`config.mk`:
```
export PLATFORM = sky130hd
export DESIGN_NAME = radio_txrx_sequencer_flat
export DESIGN_NICKNAME = d
export VERILOG_FILES = /design/src/rtl/radio_txrx_sequencer_if.sv /design/src/rtl/radio_txrx_sequencer.sv /design/src/flat_wrapper.sv
export SDC_FILE = /design/constraint.sdc
export NUM_CORES = 1
export LEC_CHECK = 0
export ABC_AREA = 1
export BUFFER_PORTS_ARGS = -buffer_cell sky130_fd_sc_hd__buf_4
export CAP_MARGIN = 20
export CORE_ASPECT_RATIO = 2
export CORE_MARGIN = 2
export CORE_UTILIZATION = 55
export DETAILED_ROUTE_END_ITERATION = 12
export PLACE_DENSITY_LB_ADDON = 0.05
export SETUP_SLACK_MARGIN = 0.4
export SLEW_MARGIN = 20
export SYNTH_ARGS = -nofsm -noshare
export SYNTH_HDL_FRONTEND = slang
export SYNTH_SLANG_ARGS = --single-unit
```
`constraint.sdc`:
```
create_clock -name converter_clock_in -period 3.8 [get_ports converter_clock_in]
set_input_delay 0.76 -clock converter_clock_in [delete_from_list [all_inputs] [get_ports converter_clock_in]]
set_output_delay 0.76 -clock converter_clock_in [all_outputs]
set_load 0.01 [all_outputs]
```
`src/rtl/radio_txrx_sequencer_if.sv`:
```
// Bundle of user-side level requests and radio-bridge controls for the
// Tx/Rx power sequencer.
//
// Request protocol: tx_req and rx_req are levels, not valid/ready pulses.
// A request is accepted when the sequencer is in STANDBY and stays in force
// for as long as the level is held. Dropping the level ends the burst or
// receive period. seq_busy reports that a sequence is in flight.
interface radio_txrx_sequencer_if;
    logic       seq_enable;
    logic       tx_req;
    logic       rx_req;
    logic       band_5g;
    logic       ant_sel;
    logic [5:0] tx_gain_target;

    logic       controller_SHDN;
    logic       controller_RxEn;
    logic       controller_RxHP;
    logic       controller_TxEn;
    logic       controller_24PA;
    logic       controller_5PA;
    logic [0:1] controller_ANTSW;
    logic       controller_TxStart;
    logic [0:5] user_Tx_gain;
    logic [0:3] seq_state;
    logic       seq_busy;

    // User logic side: drives requests, observes the radio controls.
    modport master (
        output seq_enable, tx_req, rx_req, band_5g, ant_sel, tx_gain_target,
        input  controller_SHDN, controller_RxEn, controller_RxHP, controller_TxEn,
        input  controller_24PA, controller_5PA, controller_ANTSW, controller_TxStart,
        input  user_Tx_gain, seq_state, seq_busy
    );

    // Sequencer side.
    modport slave (
        input  seq_enable, tx_req, rx_req, band_5g, ant_sel, tx_gain_target,
        output controller_SHDN, controller_RxEn, controller_RxHP, controller_TxEn,
        output controller_24PA, controller_5PA, controller_ANTSW, controller_TxStart,
        output user_Tx_gain, seq_state, seq_busy
    );
endinterface

```
`src/rtl/radio_txrx_sequencer.sv`:
```
// Tx/Rx power sequencer for one radio board. It turns level requests into
// the ordered enable sequence TxEn -> PA -> gain ramp -> TxStart, with the
// reverse order on shutdown, and issues an RxHP pulse on every Rx entry.
// Every output is a flop loaded from the next-state decode.
module radio_txrx_sequencer #(
    parameter logic [15:0] TXEN_TO_PA_DLY   = 16'd100,
    parameter logic [15:0] PA_TO_RAMP_DLY   = 16'd40,
    parameter logic [15:0] GAIN_STEP_CYCLES = 16'd4,
    parameter logic [15:0] TX_OFF_DLY       = 16'd20,
    parameter logic [15:0] RXHP_CYCLES      = 16'd8,
    parameter logic [15:0] RX_OFF_GAP       = 16'd10
) (
    input  logic                         converter_clock_in,
    input  logic                         reset_n,
    radio_txrx_sequencer_if.slave        bus
);

    // A programmed delay of 0 is treated as 1.
    localparam logic [15:0] TXPA_D = (TXEN_TO_PA_DLY   == 16'd0) ? 16'd1 : TXEN_TO_PA_DLY;
    localparam logic [15:0] RAMP_D = (PA_TO_RAMP_DLY   == 16'd0) ? 16'd1 : PA_TO_RAMP_DLY;
    localparam logic [15:0] STEP_D = (GAIN_STEP_CYCLES == 16'd0) ? 16'd1 : GAIN_STEP_CYCLES;
    localparam logic [15:0] OFF_D  = (TX_OFF_DLY       == 16'd0) ? 16'd1 : TX_OFF_DLY;
    localparam logic [15:0] RXHP_D = (RXHP_CYCLES      == 16'd0) ? 16'd1 : RXHP_CYCLES;
    localparam logic [15:0] GAP_D  = (RX_OFF_GAP       == 16'd0) ? 16'd1 : RX_OFF_GAP;

    typedef enum logic [3:0] {
        S_IDLE      = 4'd0,
        S_STANDBY   = 4'd1,
        S_RX_ON     = 4'd2,
        S_RX_OFF    = 4'd3,
        S_TX_EN     = 4'd4,
        S_TX_PA     = 4'd5,
        S_TX_RAMP   = 4'd6,
        S_TX_ACTIVE = 4'd7,
        S_TX_OFF    = 4'd8,
        S_TX_DOWN   = 4'd9
    } state_t;

    state_t      state_q, state_d;
    logic [15:0] cnt_q, cnt_d;
    logic [5:0]  gain_q, gain_d;
    logic [5:0]  target_q, target_d;
    logic        band_q, band_d;
    logic [0:1]  antsw_q, antsw_d;
    logic        shdn_q, shdn_d;
    logic        rxen_q, rxen_d;
    logic        rxhp_q, rxhp_d;
    logic        txen_q, txen_d;
    logic        pa24_q, pa24_d;
    logic        pa5_q, pa5_d;
    logic        txstart_q, txstart_d;
    logic        busy_q, busy_d;
    logic        tx_abort;
    logic        go_off;
    logic        pa_on;

    // Next-state, delay counter and datapath, then output decode of the next state.
    always_comb begin
        state_d  = state_q;
        cnt_d    = (cnt_q != 16'd0) ? (cnt_q - 16'd1) : 16'd0;
        gain_d   = gain_q;
        target_d = target_q;
        band_d   = band_q;
        antsw_d  = antsw_q;
        tx_abort = !bus.tx_req || !bus.seq_enable;
        go_off   = 1'b0;

        case (state_q)
            S_IDLE: begin
                if (bus.seq_enable) state_d = S_STANDBY;
            end
            S_STANDBY: begin
                if (!bus.seq_enable) begin
                    state_d = S_IDLE;
                end else if (bus.tx_req) begin
                    // Tx wins over a simultaneous Rx request.
                    state_d = S_TX_EN;
                    cnt_d   = TXPA_D;
                    gain_d  = 6'd0;
                    band_d  = bus.band_5g;
                    antsw_d = bus.ant_sel ? 2'b10 : 2'b01;
                end else if (bus.rx_req) begin
                    state_d = S_RX_ON;
                    cnt_d   = RXHP_D;
                    antsw_d = bus.ant_sel ? 2'b10 : 2'b01;
                end
            end
            S_RX_ON: begin
                if (!bus.rx_req || !bus.seq_enable) begin
                    state_d = S_RX_OFF;
                    cnt_d   = GAP_D;
                end
            end
            S_RX_OFF: begin
                if (cnt_q == 16'd1) state_d = bus.seq_enable ? S_STANDBY : S_IDLE;
            end
            S_TX_EN: begin
                if (tx_abort) begin
                    go_off = 1'b1;
                end else if (cnt_q == 16'd1) begin
                    state_d = S_TX_PA;
                    cnt_d   = RAMP_D;
                end
            end
            S_TX_PA: begin
                if (tx_abort) begin
                    go_off = 1'b1;
                end else if (cnt_q == 16'd1) begin
                    state_d  = S_TX_RAMP;
                    cnt_d    = STEP_D;
                    target_d = bus.tx_gain_target;
                end
            end
            S_TX_RAMP: begin
                if (tx_abort) begin
                    go_off = 1'b1;
                end else if (gain_q == target_q) begin
                    // A zero target still waits out one full step period.
                    if (target_q != 6'd0 || cnt_q == 16'd1) state_d = S_TX_ACTIVE;
                end else if (cnt_q == 16'd1) begin
                    gain_d = gain_q + 6'd1;
                    cnt_d  = STEP_D;
                end
            end
            S_TX_ACTIVE: begin
                if (tx_abort) go_off = 1'b1;
            end
            S_TX_OFF: begin
                if (cnt_q == 16'd1) state_d = S_TX_DOWN;
            end
            S_TX_DOWN: begin
                state_d = bus.seq_enable ? S_STANDBY : S_IDLE;
            end
            default: begin
                state_d = S_IDLE;
            end
        endcase

        // Shutdown always walks through TX_OFF and TX_DOWN.
        if (go_off) begin
            state_d = S_TX_OFF;
            cnt_d   = OFF_D;
            gain_d  = 6'd0;
        end

        pa_on     = (state_d == S_TX_PA) || (state_d == S_TX_RAMP) || (state_d == S_TX_ACTIVE);
        shdn_d    = (state_d != S_IDLE);
        rxen_d    = (state_d == S_RX_ON);
        rxhp_d    = (state_d == S_RX_ON) && ((state_q != S_RX_ON) || (cnt_q > 16'd1));
        txen_d    = pa_on || (state_d == S_TX_EN) || (state_d == S_TX_OFF);
        pa24_d    = pa_on && !band_d;
        pa5_d     = pa_on && band_d;
        txstart_d = (state_d == S_TX_ACTIVE) && (state_q != S_TX_ACTIVE);
        busy_d    = (state_d != S_IDLE) && (state_d != S_STANDBY);
    end

    // State, datapath and registered outputs; reset clears everything at once.
    always_ff @(posedge converter_clock_in or negedge reset_n) begin
        if (!reset_n) begin
            state_q   <= S_IDLE;
            cnt_q     <= 16'd0;
            gain_q    <= 6'd0;
            target_q  <= 6'd0;
            band_q    <= 1'b0;
            antsw_q   <= 2'b01;
            shdn_q    <= 1'b0;
            rxen_q    <= 1'b0;
            rxhp_q    <= 1'b0;
            txen_q    <= 1'b0;
            pa24_q    <= 1'b0;
            pa5_q     <= 1'b0;
            txstart_q <= 1'b0;
            busy_q    <= 1'b0;
        end else begin
            state_q   <= state_d;
            cnt_q     <= cnt_d;
            gain_q    <= gain_d;
            target_q  <= target_d;
            band_q    <= band_d;
            antsw_q   <= antsw_d;
            shdn_q    <= shdn_d;
            rxen_q    <= rxen_d;
            rxhp_q    <= rxhp_d;
            txen_q    <= txen_d;
            pa24_q    <= pa24_d;
            pa5_q     <= pa5_d;
            txstart_q <= txstart_d;
            busy_q    <= busy_d;
        end
    end

    assign bus.controller_SHDN    = shdn_q;
    assign bus.controller_RxEn    = rxen_q;
    assign bus.controller_RxHP    = rxhp_q;
    assign bus.controller_TxEn    = txen_q;
    assign bus.controller_24PA    = pa24_q;
    assign bus.controller_5PA     = pa5_q;
    assign bus.controller_ANTSW   = antsw_q;
    assign bus.controller_TxStart = txstart_q;
    assign bus.user_Tx_gain       = gain_q;
    assign bus.seq_state          = state_q;
    assign bus.seq_busy           = busy_q;

endmodule

```
`src/flat_wrapper.sv`:
```
// flat-port wrapper written by rule: the top's interface ports become plain ports
module radio_txrx_sequencer_flat 
#(
    parameter logic [15:0] TXEN_TO_PA_DLY   = 16'd100,
    parameter logic [15:0] PA_TO_RAMP_DLY   = 16'd40,
    parameter logic [15:0] GAIN_STEP_CYCLES = 16'd4,
    parameter logic [15:0] TX_OFF_DLY       = 16'd20,
    parameter logic [15:0] RXHP_CYCLES      = 16'd8,
    parameter logic [15:0] RX_OFF_GAP       = 16'd10
)
  (converter_clock_in, reset_n, bus_seq_enable, bus_tx_req, bus_rx_req, bus_band_5g, bus_ant_sel, bus_tx_gain_target, bus_controller_SHDN, bus_controller_RxEn, bus_controller_RxHP, bus_controller_TxEn, bus_controller_24PA, bus_controller_5PA, bus_controller_ANTSW, bus_controller_TxStart, bus_user_Tx_gain, bus_seq_state, bus_seq_busy);
  radio_txrx_sequencer_if bus_i ();
  input  logic converter_clock_in;
  input  logic reset_n;
  input wire logic [$bits(bus_i.seq_enable)-1:0] bus_seq_enable;
  input wire logic [$bits(bus_i.tx_req)-1:0] bus_tx_req;
  input wire logic [$bits(bus_i.rx_req)-1:0] bus_rx_req;
  input wire logic [$bits(bus_i.band_5g)-1:0] bus_band_5g;
  input wire logic [$bits(bus_i.ant_sel)-1:0] bus_ant_sel;
  input wire logic [$bits(bus_i.tx_gain_target)-1:0] bus_tx_gain_target;
  output wire logic [$bits(bus_i.controller_SHDN)-1:0] bus_controller_SHDN;
  output wire logic [$bits(bus_i.controller_RxEn)-1:0] bus_controller_RxEn;
  output wire logic [$bits(bus_i.controller_RxHP)-1:0] bus_controller_RxHP;
  output wire logic [$bits(bus_i.controller_TxEn)-1:0] bus_controller_TxEn;
  output wire logic [$bits(bus_i.controller_24PA)-1:0] bus_controller_24PA;
  output wire logic [$bits(bus_i.controller_5PA)-1:0] bus_controller_5PA;
  output wire logic [$bits(bus_i.controller_ANTSW)-1:0] bus_controller_ANTSW;
  output wire logic [$bits(bus_i.controller_TxStart)-1:0] bus_controller_TxStart;
  output wire logic [$bits(bus_i.user_Tx_gain)-1:0] bus_user_Tx_gain;
  output wire logic [$bits(bus_i.seq_state)-1:0] bus_seq_state;
  output wire logic [$bits(bus_i.seq_busy)-1:0] bus_seq_busy;
  assign bus_i.seq_enable = bus_seq_enable;
  assign bus_i.tx_req = bus_tx_req;
  assign bus_i.rx_req = bus_rx_req;
  assign bus_i.band_5g = bus_band_5g;
  assign bus_i.ant_sel = bus_ant_sel;
  assign bus_i.tx_gain_target = bus_tx_gain_target;
  assign bus_controller_SHDN = bus_i.controller_SHDN;
  assign bus_controller_RxEn = bus_i.controller_RxEn;
  assign bus_controller_RxHP = bus_i.controller_RxHP;
  assign bus_controller_TxEn = bus_i.controller_TxEn;
  assign bus_controller_24PA = bus_i.controller_24PA;
  assign bus_controller_5PA = bus_i.controller_5PA;
  assign bus_controller_ANTSW = bus_i.controller_ANTSW;
  assign bus_controller_TxStart = bus_i.controller_TxStart;
  assign bus_user_Tx_gain = bus_i.user_Tx_gain;
  assign bus_seq_state = bus_i.seq_state;
  assign bus_seq_busy = bus_i.seq_busy;
  radio_txrx_sequencer #(.TXEN_TO_PA_DLY(TXEN_TO_PA_DLY), .PA_TO_RAMP_DLY(PA_TO_RAMP_DLY), .GAIN_STEP_CYCLES(GAIN_STEP_CYCLES), .TX_OFF_DLY(TX_OFF_DLY), .RXHP_CYCLES(RXHP_CYCLES), .RX_OFF_GAP(RX_OFF_GAP)) u_core (.converter_clock_in(converter_clock_in), .reset_n(reset_n), .bus(bus_i));
endmodule
```
==> run metrics <==
outcome=finished, final reports clean; Multi-input gate area=0.00146 sq mm; hold_buf cts=0; largest family of logic cells by synthesized area=simple AND/OR/NAND/NOR gates; Highest Signal Layer=met4; number of routed nets with antenna violations=0; setup tns final=0 ns; via count=2339; met3 wire length=159 microns; DP Area=0.00302 sq mm; RSZ-0062 raised after global routing=no; Worst-Margin Slew=0.562 ns; post-synthesis compound-gate area fraction=between 6 and 7%; Slowest cell on crit path=dfrtp_1; Max Cap Viol=0; Sink Count=43; FF+latch area=about 0.0011 sq mm; largest net degree at the start of global routing=44; Worst Path Buf+Inv=2; Final Hold Fails=0; P_leak=1.62 nW; gr ovfl total=0; Mean Syn Cell Area=8.06 sq um; syn nets=approximately 360; ranking of synthesized cells by area=dfrtp_1, nand2_1, nor2_1; Pwr Density=around 760 mW/mm^2; CTS Buf Count=5; H-tree depth=2; Post-Syn Instances=339; Die W=between 50 and 60 microns; wire per inst=approximately 15 microns; Adder-Cell Fraction of Synth Area=1.83%; fillcell total=438; GP Congestion=1.06; clk slew on worst S/H paths=0.08 ns; Inserted Diodes=0; via/cell ratio=around 5.4; Tot Pwr=2.35 mW; cell accounting for the most synthesized area=dfrtp_1; die area=0.00558 sq mm; worst skew pair latency=0.30 ns; 1st-iter DRT viols=63; Hold Slack=0.430 ns; Achievable Freq=501 MHz; Finished Cell Area=around 0.0031 sq mm; post-CTS setup buffer count=0; GRT Total Usage=27.1%; synthesis-stage register bit count=43; relative slew slack=62.2%; Req. time, crit path=4.02 ns; largest fanout on the critical path=12; min-delay worst type=input pin to async pin; fin util=64.4%; Setup crit start kind=flip-flop; top-level port count=33; critical path data arrival time=approximately 2.2 ns; global-route wire length before repair=10900 microns; Netlist cell types=36; Clock Skews=0.00753 ns; PortBufs=32; top-area cell type share of the netlist area=approximately 38%; Max VDD drop=around 0.00044 V; TritonCTS clock tree=done; setup violators final=0; Setup CP Type=flip-flop to flip-flop; initial antenna violation count=0; WL met2=roughly 3900 microns; CTS root buffer=clkbuf_8; register area share after synthesis=39.4%; mapped cell area=0.00273 sq mm; YS warnings=0; drt pass-1 iters=4; detailed placer's ending HPWL=approximately 5200 microns; core box area=0.00482 sq mm; Largest stage delay, worst path=0.42 ns; number of global-route vias before repair=between 2000 and 2500; Initial Util=56.7%; routed length on met1=2210 microns; height of the die=104 microns; Max Buffers Root-to-Sink=2; Final Net Count=about 400; fin crit share=52.5%; XOR/XNOR Fraction of Synth Area=4.81%; fin crit period=around 2 ns; Post-Route WL=6630 microns; Synth Area in Simple Gates=38.6%; area delta synth->final=13.7%; # DRC=0; FP Rows=36; layout cells sized above 1=approximately 30%; Largest delay share family, worst path=simple AND/OR/NAND/NOR gates; endpoint type of the worst setup path=flip-flop; mux contribution to synthesized area=1.37%; cts repair resizes=0; crit-path cells=nor2_1 -> nand2_2 -> nor2_8 -> nand2_4 -> inv_2 -> nand3_2 -> nand3_1 -> nand2_2 -> inv_2 -> nand2_1 -> nor2_1; max-slew violations=0
## cell usage after synthesis
library cell and n:
buf_4 2, inv_1 29, ha_1 4, nand2_1 66, dfstp_2 1, nor3_1 5, buf_6 1, inv_2 12
o21ai_1 2, o21bai_1 3, o21ai_0 13, nor2_2 14, mux2_2 2, nand2_2 11, a31oi_1 1, nand2_8 1
mux2_4 1, nor2_1 39, a21boi_0 1, inv_4 2, nand4_1 9, nor3_2 3, clkinv_2 1, nor2_8 3
nand2_4 4, or2_2 4, nand3_1 24, nand3_4 1, dfrtp_1 42, nand3_2 3, o21ai_2 2, xor2_1 7
xnor2_1 8, a21oi_1 11, or2_0 1, nor2_4 6
## routing by layer
metal / up-vias / track usage, %
met5: - / 0
met4: 0 / 18.5
met3: 33 / 4.18
met2: 56 / 48.2
met1: 1102 / 25.9
li1: 1148 / -
## worst register-to-register path: stages (launching register included)
cell     delay (ns)
dfrtp_1        0.42
nor2_1         0.22
nand2_2        0.13
nor2_8         0.18
nand2_4        0.09
inv_2          0.08
nand3_2        0.23
nand3_1        0.20
nand2_2        0.10
inv_2          0.06
nand2_1        0.07
nor2_1         0.14
## layout make-up
type | count | share of cell area, %
flip-flops and latches | 43 | 34.7
multi-input cells | 249 | 46.9
clock inverters | 1 | 0.161
clock buffers | 6 | 2.66
repair buffers | 32 | 7.74
well taps | 57 | 2.30
inverters | 44 | 5.52
## kinds of logic after synthesis
kind of cell,after synthesis
buffers and inverters,47
XOR/XNOR,15
AND/OR/NAND/NOR,194
multiplexers,3
adder cells (fa/ha/maj),4
flip-flops,43
AO/OA/AOI/OAI,33
## sequential cells by signal, indices dropped and copies added, names as in the netlist
register	flops
u_core.bus.controller_TxEn	1
u_core.bus.controller_RxHP	1
u_core.band_q	1
u_core.bus.controller_ANTSW	2
u_core.bus.controller_RxEn	1
u_core.target_q	6
u_core.bus.user_Tx_gain	6
u_core.bus.seq_busy	1
u_core.bus.controller_24PA	1
u_core.bus.controller_SHDN	1
u_core.bus.seq_state	4
u_core.cnt_q	16
u_core.bus.controller_TxStart	1
u_core.bus.controller_5PA	1
## report_power, final
group	leakage (nW)	switching (mW)	internal [mW]
Combinational	1.02	0.855	0.484
Sequential	0.551	0.123	0.586
Clock	0.0470	0.157	0.143
## placed cells by master, fill, tap and decap left out, types with 2 or more instances in the layout
master | Yosys | layout
nand2_1 | 66 | 66
dfrtp_1 | 42 | 42
nor2_1 | 39 | 39
buf_4 | 2 | 32
inv_1 | 29 | 29
nand3_1 | 24 | 24
nor2_2 | 14 | 14
o21ai_0 | 13 | 13
inv_2 | 12 | 12
nand2_2 | 11 | 11
a21oi_1 | 11 | 11
nand4_1 | 9 | 9
xnor2_1 | 8 | 8
xor2_1 | 7 | 7
nor2_4 | 6 | 6
clkbuf_8 | 0 | 6
nor3_1 | 5 | 5
nand2_4 | 4 | 4
or2_2 | 4 | 4
ha_1 | 4 | 4
o21bai_1 | 3 | 3
nor3_2 | 3 | 3
nor2_8 | 3 | 3
nand3_2 | 3 | 3
inv_4 | 2 | 2
o21ai_1 | 2 | 2
o21ai_2 | 2 | 2
clkinv_2 | 1 | 2
mux2_2 | 2 | 2
## stage by stage
step,instances,setup WS [ns]
after floorplan,339,2.04
after global placement,425,1.75
after detailed placement,425,1.69
after CTS,432,1.77
after global routing,432,1.61
final,432,1.80
## final timing paths
path / start / endpoint / slack (ns) / cells past startpoint
worst max-delay path: u_core.cnt_q[13]$_DFF_PN0_ / u_core.bus.controller_RxEn$_DFF_PN0_ / 1.80 / 11
worst min-delay path: reset_n / u_core.cnt_q[0]$_DFF_PN0_ / 0.43 / 1
worst max register to register: u_core.cnt_q[13]$_DFF_PN0_ / u_core.bus.controller_RxEn$_DFF_PN0_ / 1.80 / 11
worst min register to register: u_core.cnt_q[0]$_DFF_PN0_ / u_core.cnt_q[0]$_DFF_PN0_ / 0.47 / 1
max in group asynchronous: reset_n / u_core.cnt_q[11]$_DFF_PN0_ / 2.97 / 1
min in group converter_clock_in: u_core.cnt_q[0]$_DFF_PN0_ / u_core.cnt_q[0]$_DFF_PN0_ / 0.47 / 1
No activity file was read; power rests on OpenSTA's default activity.
